==> config.mk <==
export PLATFORM = sky130hd
export DESIGN_NAME = proc_req_arbiter
export DESIGN_NICKNAME = d
export VERILOG_FILES = /design/src/rtl/proc_req_arbiter_pkg.sv /design/src/rtl/proc_req_arbiter_rr_arbiter.sv /design/src/rtl/proc_req_arbiter.sv
export SDC_FILE = /design/constraint.sdc
export NUM_CORES = 1
export LEC_CHECK = 0
export ABC_AREA = 1
export ABC_CLOCK_PERIOD_IN_PS = 7260
export CAP_MARGIN = 20
export CORE_MARGIN = 5
export CORE_UTILIZATION = 40
export DETAILED_ROUTE_END_ITERATION = 8
export GPL_ROUTABILITY_DRIVEN = 0
export PLACE_DENSITY = 0.79
export SYNTH_ARGS = -nofsm -noshare
export SYNTH_HDL_FRONTEND = slang
export SYNTH_SLANG_ARGS = --single-unit
==> constraint.sdc <==
create_clock -name clk_i -period 7.26 [get_ports clk_i]
set_input_delay 1.089 -clock clk_i [delete_from_list [all_inputs] [get_ports clk_i]]
set_output_delay 1.089 -clock clk_i [all_outputs]
set_load 0.02 [all_outputs]
==> src/rtl/proc_req_arbiter_pkg.sv <==
// Shared memory-controller definitions: bus width, requester FSM states and access direction.
package proc_req_arbiter_pkg;

    localparam int unsigned BusWidth       = 16;
    localparam int unsigned DefaultTimeout = 64;

    typedef enum logic [1:0] {
        StIdle,
        StIssue,
        StWaitRd,
        StResp
    } req_state_t;

    typedef enum logic {
        RwRead  = 1'b0,
        RwWrite = 1'b1
    } rw_t;

endpackage

==> src/rtl/proc_req_arbiter_rr_arbiter.sv <==
// Combinational round-robin pick: first requester at or after (last_i + 1) mod N, with wrap.
module proc_req_arbiter_rr_arbiter #(
    parameter int unsigned N    = 4,
    parameter int unsigned IdxW = (N > 1) ? $clog2(N) : 1
) (
    input  logic [N-1:0]    req_i,
    input  logic [IdxW-1:0] last_i,
    output logic [IdxW-1:0] gnt_idx_o,
    output logic            any_o
);

    logic [2*N-1:0] req_dbl;
    logic [N-1:0]   req_rot;
    int unsigned    start;
    int unsigned    sel;

    always_comb begin
        start   = (32'(last_i) + 32'd1) % N;
        req_dbl = {req_i, req_i};
        // Rotate so bit 0 is the highest-priority channel, then take the lowest set bit.
        req_rot = N'(req_dbl >> start);
        sel     = 0;
        for (int i = N - 1; i >= 0; i--) begin
            if (req_rot[i]) begin
                sel = 32'(i);
            end
        end
        any_o     = |req_i;
        gnt_idx_o = IdxW'((start + sel) % N);
    end

endmodule

==> src/rtl/proc_req_arbiter.sv <==
// Multi-channel processor requester: round-robin pick, one memory transaction at a time, timeout.
module proc_req_arbiter
    import proc_req_arbiter_pkg::*;
#(
    parameter int unsigned NumCh   = 4,
    parameter int unsigned AddrW   = BusWidth,
    parameter int unsigned DataW   = BusWidth,
    parameter int unsigned Timeout = DefaultTimeout
) (
    input  logic                        clk_i,
    input  logic                        rst_ni,
    input  logic [NumCh-1:0]            ch_req_i,
    input  logic [NumCh-1:0]            ch_rw_i,
    input  logic [NumCh-1:0][AddrW-1:0] ch_addr_i,
    input  logic [NumCh-1:0][DataW-1:0] ch_wdata_i,
    output logic [NumCh-1:0]            ch_ack_o,
    output logic                        ch_err_o,
    output logic [DataW-1:0]            rsp_rdata_o,
    output logic                        mem_req_o,
    output logic                        mem_rw_o,
    output logic [AddrW-1:0]            mem_addr_o,
    output logic [DataW-1:0]            mem_wdata_o,
    input  logic                        mem_gnt_i,
    input  logic                        mem_rvalid_i,
    input  logic [DataW-1:0]            mem_rdata_i
);

    localparam int unsigned IdxW = (NumCh > 1) ? $clog2(NumCh) : 1;
    localparam int unsigned CntW = (Timeout > 1) ? $clog2(Timeout) : 1;
    localparam logic [CntW-1:0] CntLast = (Timeout > 0) ? CntW'(Timeout - 1) : '0;

    req_state_t       state_q, state_d;
    logic [IdxW-1:0]  ch_q, ch_d;
    logic [IdxW-1:0]  last_q, last_d;
    rw_t              rw_q, rw_d;
    logic [AddrW-1:0] addr_q, addr_d;
    logic [DataW-1:0] wdata_q, wdata_d;
    logic [DataW-1:0] rdata_q, rdata_d;
    logic             err_q, err_d;
    logic [CntW-1:0]  cnt_q, cnt_d;

    logic [IdxW-1:0]  gnt_idx;
    logic             any_req;
    logic             timeout_hit;

    proc_req_arbiter_rr_arbiter #(
        .N    (NumCh),
        .IdxW (IdxW)
    ) u_rr_arbiter (
        .req_i     (ch_req_i),
        .last_i    (last_q),
        .gnt_idx_o (gnt_idx),
        .any_o     (any_req)
    );

    assign timeout_hit = (Timeout != 0) && (cnt_q == CntLast);

    always_comb begin
        state_d = state_q;
        ch_d    = ch_q;
        last_d  = last_q;
        rw_d    = rw_q;
        addr_d  = addr_q;
        wdata_d = wdata_q;
        rdata_d = rdata_q;
        err_d   = err_q;
        cnt_d   = cnt_q;
        unique case (state_q)
            StIdle: begin
                if (any_req) begin
                    ch_d    = gnt_idx;
                    rw_d    = rw_t'(ch_rw_i[gnt_idx]);
                    addr_d  = ch_addr_i[gnt_idx];
                    wdata_d = ch_wdata_i[gnt_idx];
                    rdata_d = '0;
                    err_d   = 1'b0;
                    cnt_d   = '0;
                    state_d = StIssue;
                end
            end
            StIssue: begin
                // A write grant on the last allowed cycle still completes; a read grant does not.
                if (mem_gnt_i && (rw_q == RwWrite)) begin
                    state_d = StResp;
                end else if (timeout_hit) begin
                    err_d   = 1'b1;
                    state_d = StResp;
                end else begin
                    cnt_d = cnt_q + 1'b1;
                    if (mem_gnt_i) begin
                        state_d = StWaitRd;
                    end
                end
            end
            StWaitRd: begin
                if (mem_rvalid_i) begin
                    rdata_d = mem_rdata_i;
                    state_d = StResp;
                end else if (timeout_hit) begin
                    err_d   = 1'b1;
                    state_d = StResp;
                end else begin
                    cnt_d = cnt_q + 1'b1;
                end
            end
            StResp: begin
                last_d  = ch_q;
                state_d = StIdle;
            end
            default: state_d = StIdle;
        endcase
    end

    // rdata_q stays zero for writes and timeouts, so it can drive the response directly.
    always_comb begin
        ch_ack_o    = '0;
        ch_err_o    = 1'b0;
        rsp_rdata_o = '0;
        mem_req_o   = 1'b0;
        mem_rw_o    = 1'b0;
        mem_addr_o  = '0;
        mem_wdata_o = '0;
        if (state_q == StIssue) begin
            mem_req_o   = 1'b1;
            mem_rw_o    = rw_q;
            mem_addr_o  = addr_q;
            mem_wdata_o = wdata_q;
        end
        if (state_q == StResp) begin
            ch_ack_o[ch_q] = 1'b1;
            ch_err_o       = err_q;
            rsp_rdata_o    = rdata_q;
        end
    end

    always_ff @(posedge clk_i or negedge rst_ni) begin
        if (!rst_ni) begin
            state_q <= StIdle;
            ch_q    <= '0;
            last_q  <= IdxW'(NumCh - 1);
            rw_q    <= RwRead;
            addr_q  <= '0;
            wdata_q <= '0;
            rdata_q <= '0;
            err_q   <= 1'b0;
            cnt_q   <= '0;
        end else begin
            state_q <= state_d;
            ch_q    <= ch_d;
            last_q  <= last_d;
            rw_q    <= rw_d;
            addr_q  <= addr_d;
            wdata_q <= wdata_d;
            rdata_q <= rdata_d;
            err_q   <= err_d;
            cnt_q   <= cnt_d;
        end
    end

endmodule

## Word level (Yosys, flattened, before mapping)

Cells that the tools add are included.
Widths: inputs -> output; s select.

- Bits of input ports: 156
- Register bits: 62
- Logic and storage cells: 75

- Mux-type cells: 39
- Magnitude comparators: 3
- Shift operators: 1
- Reduce and logical (&&, ||, !) cells: 10
- $add $sub $neg: 3
- Eq/ne operators: 10

Operators with widths:

| operator | count |
|---|---|
| $mux 16 | 7 |
| $bmux 16 s2 | 2 |
| $pmux 16 s2 | 1 |
| $mux 6 | 4 |
| $mux 2 | 10 |
| $pmux 6 s3 | 1 |
| $mux 1 | 9 |
| $ne 2x2->1 const B | 4 |
| $pmux 2 s4 | 1 |
| $shr 8x2->4 | 1 |
| $add 6x1->6 const B | 1 |
| $eq 6x6->1 const B | 1 |
| $lt 2x3->1 const B | 2 |
| $reduce_and 3->1 | 2 |
| $eq 2x2->1 const B | 2 |
| $mux 4 | 1 |
| $ne 4x4->1 const B | 1 |
| $reduce_and 4->1 | 1 |
| $reduce_or 4->1 | 1 |
| $ne 3x3->1 const B | 1 |
| $pmux 1 s3 | 1 |
| $reduce_bool 3->1 | 1 |
| $add 2x1->2 const B | 1 |
| $add 2x2->2 | 1 |
| 8 further kinds | 9 |

## Longest topological paths before layout

- Word-level depth: 9
- Mapped depth: 17
- Gate-level depth less buffers: 15

## Cells and area by module

Synthesis repeated with hierarchy kept, for this count alone.

- Cells, all modules: 660
- Area, all modules: 4396.7 µm²

Modules (own cells, without submodules):

| module | instances | sequential area each (µm²) | area an instance (µm²) | cells an instance |
|---|---|---|---|---|
| proc_req_arbiter | 1 | 1554.0 | 4100.2 | 597 |
| proc_req_arbiter_rr_arbiter | 1 | 0.0 | 296.5 | 63 |

## Worst setup path after synthesis

Ideal clock, no wire load.

- Kind: input -> register
- Start: input port ch_req_i[3]
- End: register addr_q[10]
- Buffers on the path: 2
- Slack: 4.362 ns
- Arrival time: 2.780 ns
- Stages: 14
- Cell sequence: inv_1 nand2_1 nand2_1 nand2_1 nand2_1 a31oi_1 nor2_1 ha_1 clkbuf_1 clkbuf_1 mux2i_1 nand3_1 nand3_1 nand2_1

- Longest elaborated chain between the ends: 8

Ends and longest elaborated chain:

| element | line | source |
|---|---|---|
| from (decl) | proc_req_arbiter.sv:12 | `input logic [NumCh-1:0] ch_req_i,` |
| $shr 8x2->4 * | proc_req_arbiter_rr_arbiter.sv:21 | `req_rot = N'(req_dbl >> start);` |
| $mux 2 (3 in a row) | proc_req_arbiter_rr_arbiter.sv:24 | `if (req_rot[i]) begin` |
| $mux 2 * | proc_req_arbiter_rr_arbiter.sv:24 |  |
| $add 2x2->2 * | proc_req_arbiter_rr_arbiter.sv:29 | `gnt_idx_o = IdxW'((start + sel) % N);` |
| via gnt_idx[0] | proc_req_arbiter.sv:42 | `logic [IdxW-1:0] gnt_idx;` |
| $bmux 16 s2 * | proc_req_arbiter.sv:73 | `addr_d = ch_addr_i[gnt_idx];` |
| $mux 16 (implied by the code) * | proc_req_arbiter.sv:73 |  |
| to (signal assigned) | proc_req_arbiter.sv:152 | `addr_q <= addr_d;` |
| to (decl) | proc_req_arbiter.sv:36 | `logic [AddrW-1:0] addr_q, addr_d;` |

The timed path passes the listed nets; every way through them passes the cells marked *. The select of a mux whose other input is x is not followed.
A chain may end at the register's enable or synchronous reset.

## Worst setup path in the final report

- Start: input port ch_req_i[3]
- End: register addr_q[1]

Same word-level chain as after synthesis.

==> flow_summary.json <==
{
  "synth_mux_area_share_pct": 14.9,
  "slew_viol_final": 0,
  "path_max_fanout": 67,
  "fraction_of_registers_with_async_set_or_reset_after_synthesis_pct": 100,
  "boundaryPins": 211,
  "post_syn_area_sq_um": 4450,
  "p_r_area_growth_vs_syn_pct": 51.2,
  "critical_path_arrival_ns": 3.92,
  "synth_commonest_cells": "sky130_fd_sc_hd__nand2_1, sky130_fd_sc_hd__nand3_1, sky130_fd_sc_hd__inv_1, sky130_fd_sc_hd__mux2i_1, sky130_fd_sc_hd__dfrtp_1",
  "grt_util_all_layers_pct": 21.2,
  "tns_ns": 0,
  "vdd_ir_drop_max_v": 0.000634,
  "post_synthesis_compound_gate_area_fraction_pct": 4.05,
  "synth_top_family_by_area": "simple AND/OR/NAND/NOR gates",
  "holdBufCountCts": 0,
  "wl_per_cell_um": 15.2,
  "holdCritPathClass": "reg -> reg",
  "required_ns": 7.49,
  "synth-warning-count": 0,
  "floorplan.die.height_um": 115,
  "yosys_most_used_dff": "sky130_fd_sc_hd__dfrtp_1",
  "post_synth_and_or_nand_nor_area_fraction_pct": 32.8,
  "path_class": "in -> reg",
  "crit_chain": "clkdlybuf4s50_1 -> inv_1 -> nand2_1 -> nand2_1 -> nand2_1 -> nand2_1 -> a31oi_1 -> nor2_1 -> ha_4 -> mux2i_1 -> nand3_1 -> nand3_1 -> nand2_1",
  "synth.largest_area_cell": "sky130_fd_sc_hd__dfrtp_1",
  "synthAdderAreaFrac_pct": 2.25,
  "run_status": "finished, final reports clean",
  "worst_setup_path_start_kind": "input pin",
  "critical_path.endpoint_type": "register",
  "mappedNetlistNets": 790,
  "fin_crit_ns": 3.69,
  "io_buffers": 210,
  "max_cap_violations": 0,
  "ff2ff_setup_slack_ns": 4.04,
  "ys_ff_latch": 62,
  "antenna_cells": 0,
  "dieArea_sq_um": 13300,
  "report.final.setup_viol": 0,
  "layout.nets": 975,
  "longest_individual_stage_delay_on_the_worst_path_ns": 0.98,
  "critical-path-top-delay-family": "adder cells",
  "min_period_over_period_pct": 50.8,
  "drcViolationCount": 0,
  "cts_max_path_buffers": 2,
  "timing_hold_violations_final": 0,
  "htree_levels": 3,
  "clock_sink_count": 62,
  "maximum_number_of_pins_on_one_net_before_global_route_repair": 68,
  "ff_latch_area_sq_um": 1550,
  "post_synth_xor_area_fraction_pct": 0.759,
  "synthCells": 626,
  "critical_path_buf_inv_count": 2,
  "achievable-frequency_mhz": 271,
  "vias": 4685,
  "crit_slowest_cell": "sky130_fd_sc_hd__ha_4",
  "number_of_enable_flip_flop_cells_after_synthesis": 0,
  "timing.critical_path.mode_cell": "sky130_fd_sc_hd__nand2_1",
  "tritoncts": "yes",
  "numCtsBuffers": 9,
  "path_clk_slew_ns": 0.08,
  "final_layout_size_suffix_gt1_share_pct": 4.66,
  "post-cts-setup-buffer-count": 0,
  "synth_area_leaders": "sky130_fd_sc_hd__dfrtp_1, sky130_fd_sc_hd__nand2_1, sky130_fd_sc_hd__mux2i_1",
  "vias_in_the_first_global_route": 4719,
  "total_power_mw": 3.21,
  "unrepaired_setup_endpoints_after_global_routing": "false",
  "synth_top_cell_area_share_pct": 33.8,
  "totalWireLength_um": 14500,
  "timing.slew.headroom_pct": 23.5,
  "dp_hpwl_um": 10600,
  "timing.clock.skew_ns": 0.0106,
  "area_of_the_placeable_core_sq_um": 10900,
  "final_antenna_net_count": 0,
  "detail_route.vias_per_cell": 4.90,
  "synthesis.area_per_instance_sq_um": 7.11,
  "cts.root.buffer_cell": "sky130_fd_sc_hd__clkbuf_8",
  "fp_rows": 38,
  "grt_pass1_wl_um": 22700,
  "ys_seq_area_share_pct": 34.9,
  "worstMarginPinSlew_ns": 1.15,
  "netlist-cell-type-count": 29,
  "multi_input_comb_area_sq_um": 2450,
  "detail_route.first_pass.iterations": 4,
  "post-synth-top-count-cell": "sky130_fd_sc_hd__nand2_1",
  "fillCellCount": 981,
  "overflow": 0,
  "power.leakage_nw": 3.54,
  "cts-resized-gates": 0,
  "initial_core_util_pct": 40.9,
  "die-width_um": 115,
  "drt-initial-drc-count": 358,
  "clock_latency_ns": 0.34,
  "antenna_found_initial": 0,
  "pwr_density_cell_nw_per_um2": 477
}
-- per-stage QoR --
step           std cells  instance area, sq um  utilization, %  setup slack (ns)  hold WS (ns)
6_report             956                  6720            61.8              3.57         0.482
2_1_floorplan        626                  4450               -              4.36         0.449
4_1_cts              956                  6720            61.8              3.62         0.485
5_1_grt              956                  6720            61.8              3.44         0.509
3_5_place_dp         940                  6560            60.2              3.26         0.467
3_3_place_gp         940                  6560            60.2              3.36         0.461
-- flip-flops by register name (all words and copies together) (netlist names) --
name and cells:
addr_q 16, ch_q 2, cnt_q 6, err_q 1
last_q 2, rdata_q 16, rw_q 1, state_q 2
wdata_q 16
-- cell type report --
| cell class | instances | share of cell area, % |
|---|---|---|
| flip-flops and latches | 62 | 23.1 |
| clock buffers | 10 | 1.90 |
| inverters | 70 | 3.91 |
| multi-input cells | 456 | 36.5 |
| repair buffers | 212 | 31.4 |
| clock inverters | 6 | 0.577 |
| well taps | 140 | 2.61 |
-- path summary, 6_finish.rpt --
kind / startpoint / endpoint / cells past startpoint
max reg2reg: last_q[0]$_DFFE_PN1P_ / addr_q[1]$_DFFE_PN0P_ / 12
max in group asynchronous: rst_ni / wdata_q[5]$_DFFE_PN0P_ / 2
max: ch_req_i[3] / addr_q[1]$_DFFE_PN0P_ / 13
min reg2reg: addr_q[11]$_DFFE_PN0P_ / addr_q[11]$_DFFE_PN0P_ / 2
min: addr_q[11]$_DFFE_PN0P_ / addr_q[11]$_DFFE_PN0P_ / 2
min in group asynchronous: rst_ni / rdata_q[7]$_DFFE_PN0P_ / 2
-- logic make-up (layout without fill, tap and decap cells) --
logic type / after synthesis / after routing
AO/OA/AOI/OAI: 34 / 34
AND/OR/NAND/NOR: 345 / 345
buffers and inverters: 108 / 298
XOR/XNOR: 3 / 3
adder cells (fa/ha/maj): 8 / 8
multiplexers: 66 / 66
flip-flops: 62 / 62
-- power breakdown --
| part | internal, mW | switching (mW) | total [mW] |
|---|---|---|---|
| registers | 0.500 | 0.0968 | 0.597 |
| clock network | 0.123 | 0.137 | 0.260 |
| logic | 0.923 | 1.43 | 2.35 |
| total | 1.55 | 1.66 | 3.21 |
-- per-layer routing --
| metal | track usage [%] | part of all wire [%] | vias up |
|---|---|---|---|
| li1 | - | - | 2334 |
| met1 | 25.4 | 40 | 2192 |
| met2 | 37.7 | 52 | 145 |
| met3 | 5.38 | 5.9 | 14 |
| met4 | 6.03 | 1.6 | 0 |
| met5 | 0 | 0 | - |
-- cell usage in the layout (no fill, tap or decap), types with 2 or more instances in the layout --
cell                              count
sky130_fd_sc_hd__nand2_1            248
sky130_fd_sc_hd__clkdlybuf4s50_1    209
sky130_fd_sc_hd__nand3_1             69
sky130_fd_sc_hd__inv_1               67
sky130_fd_sc_hd__mux2i_1             66
sky130_fd_sc_hd__dfrtp_1             60
sky130_fd_sc_hd__o21ai_0             27
sky130_fd_sc_hd__nor2_1              10
sky130_fd_sc_hd__clkbuf_8             9
sky130_fd_sc_hd__ha_1                 7
sky130_fd_sc_hd__nand2_2              5
sky130_fd_sc_hd__inv_2                3
sky130_fd_sc_hd__nand2_4              3
sky130_fd_sc_hd__a31oi_1              3
sky130_fd_sc_hd__nand3b_1             3
sky130_fd_sc_hd__clkinv_2             3
sky130_fd_sc_hd__or2_2                2
sky130_fd_sc_hd__nor2_4               2
sky130_fd_sc_hd__xor2_1               2
sky130_fd_sc_hd__o211ai_1             2
sky130_fd_sc_hd__clkinvlp_4           2
sky130_fd_sc_hd__dfstp_2              2
sky130_fd_sc_hd__buf_4                2
-- worst reg2reg max path: cells and delay by family (launching register included) --
| family | cells | cell delay (ns) |
|---|---|---|
| and+or+nand+nor | 8 | 0.75 |
| DFF | 1 | 0.65 |
| AOI/OAI and AO/OA | 1 | 0.16 |
| adders and majority gates | 1 | 0.99 |
| buffers and inverters | 1 | 0.16 |
| muxes | 1 | 0.42 |
Power figures use the tool's default switching activity.
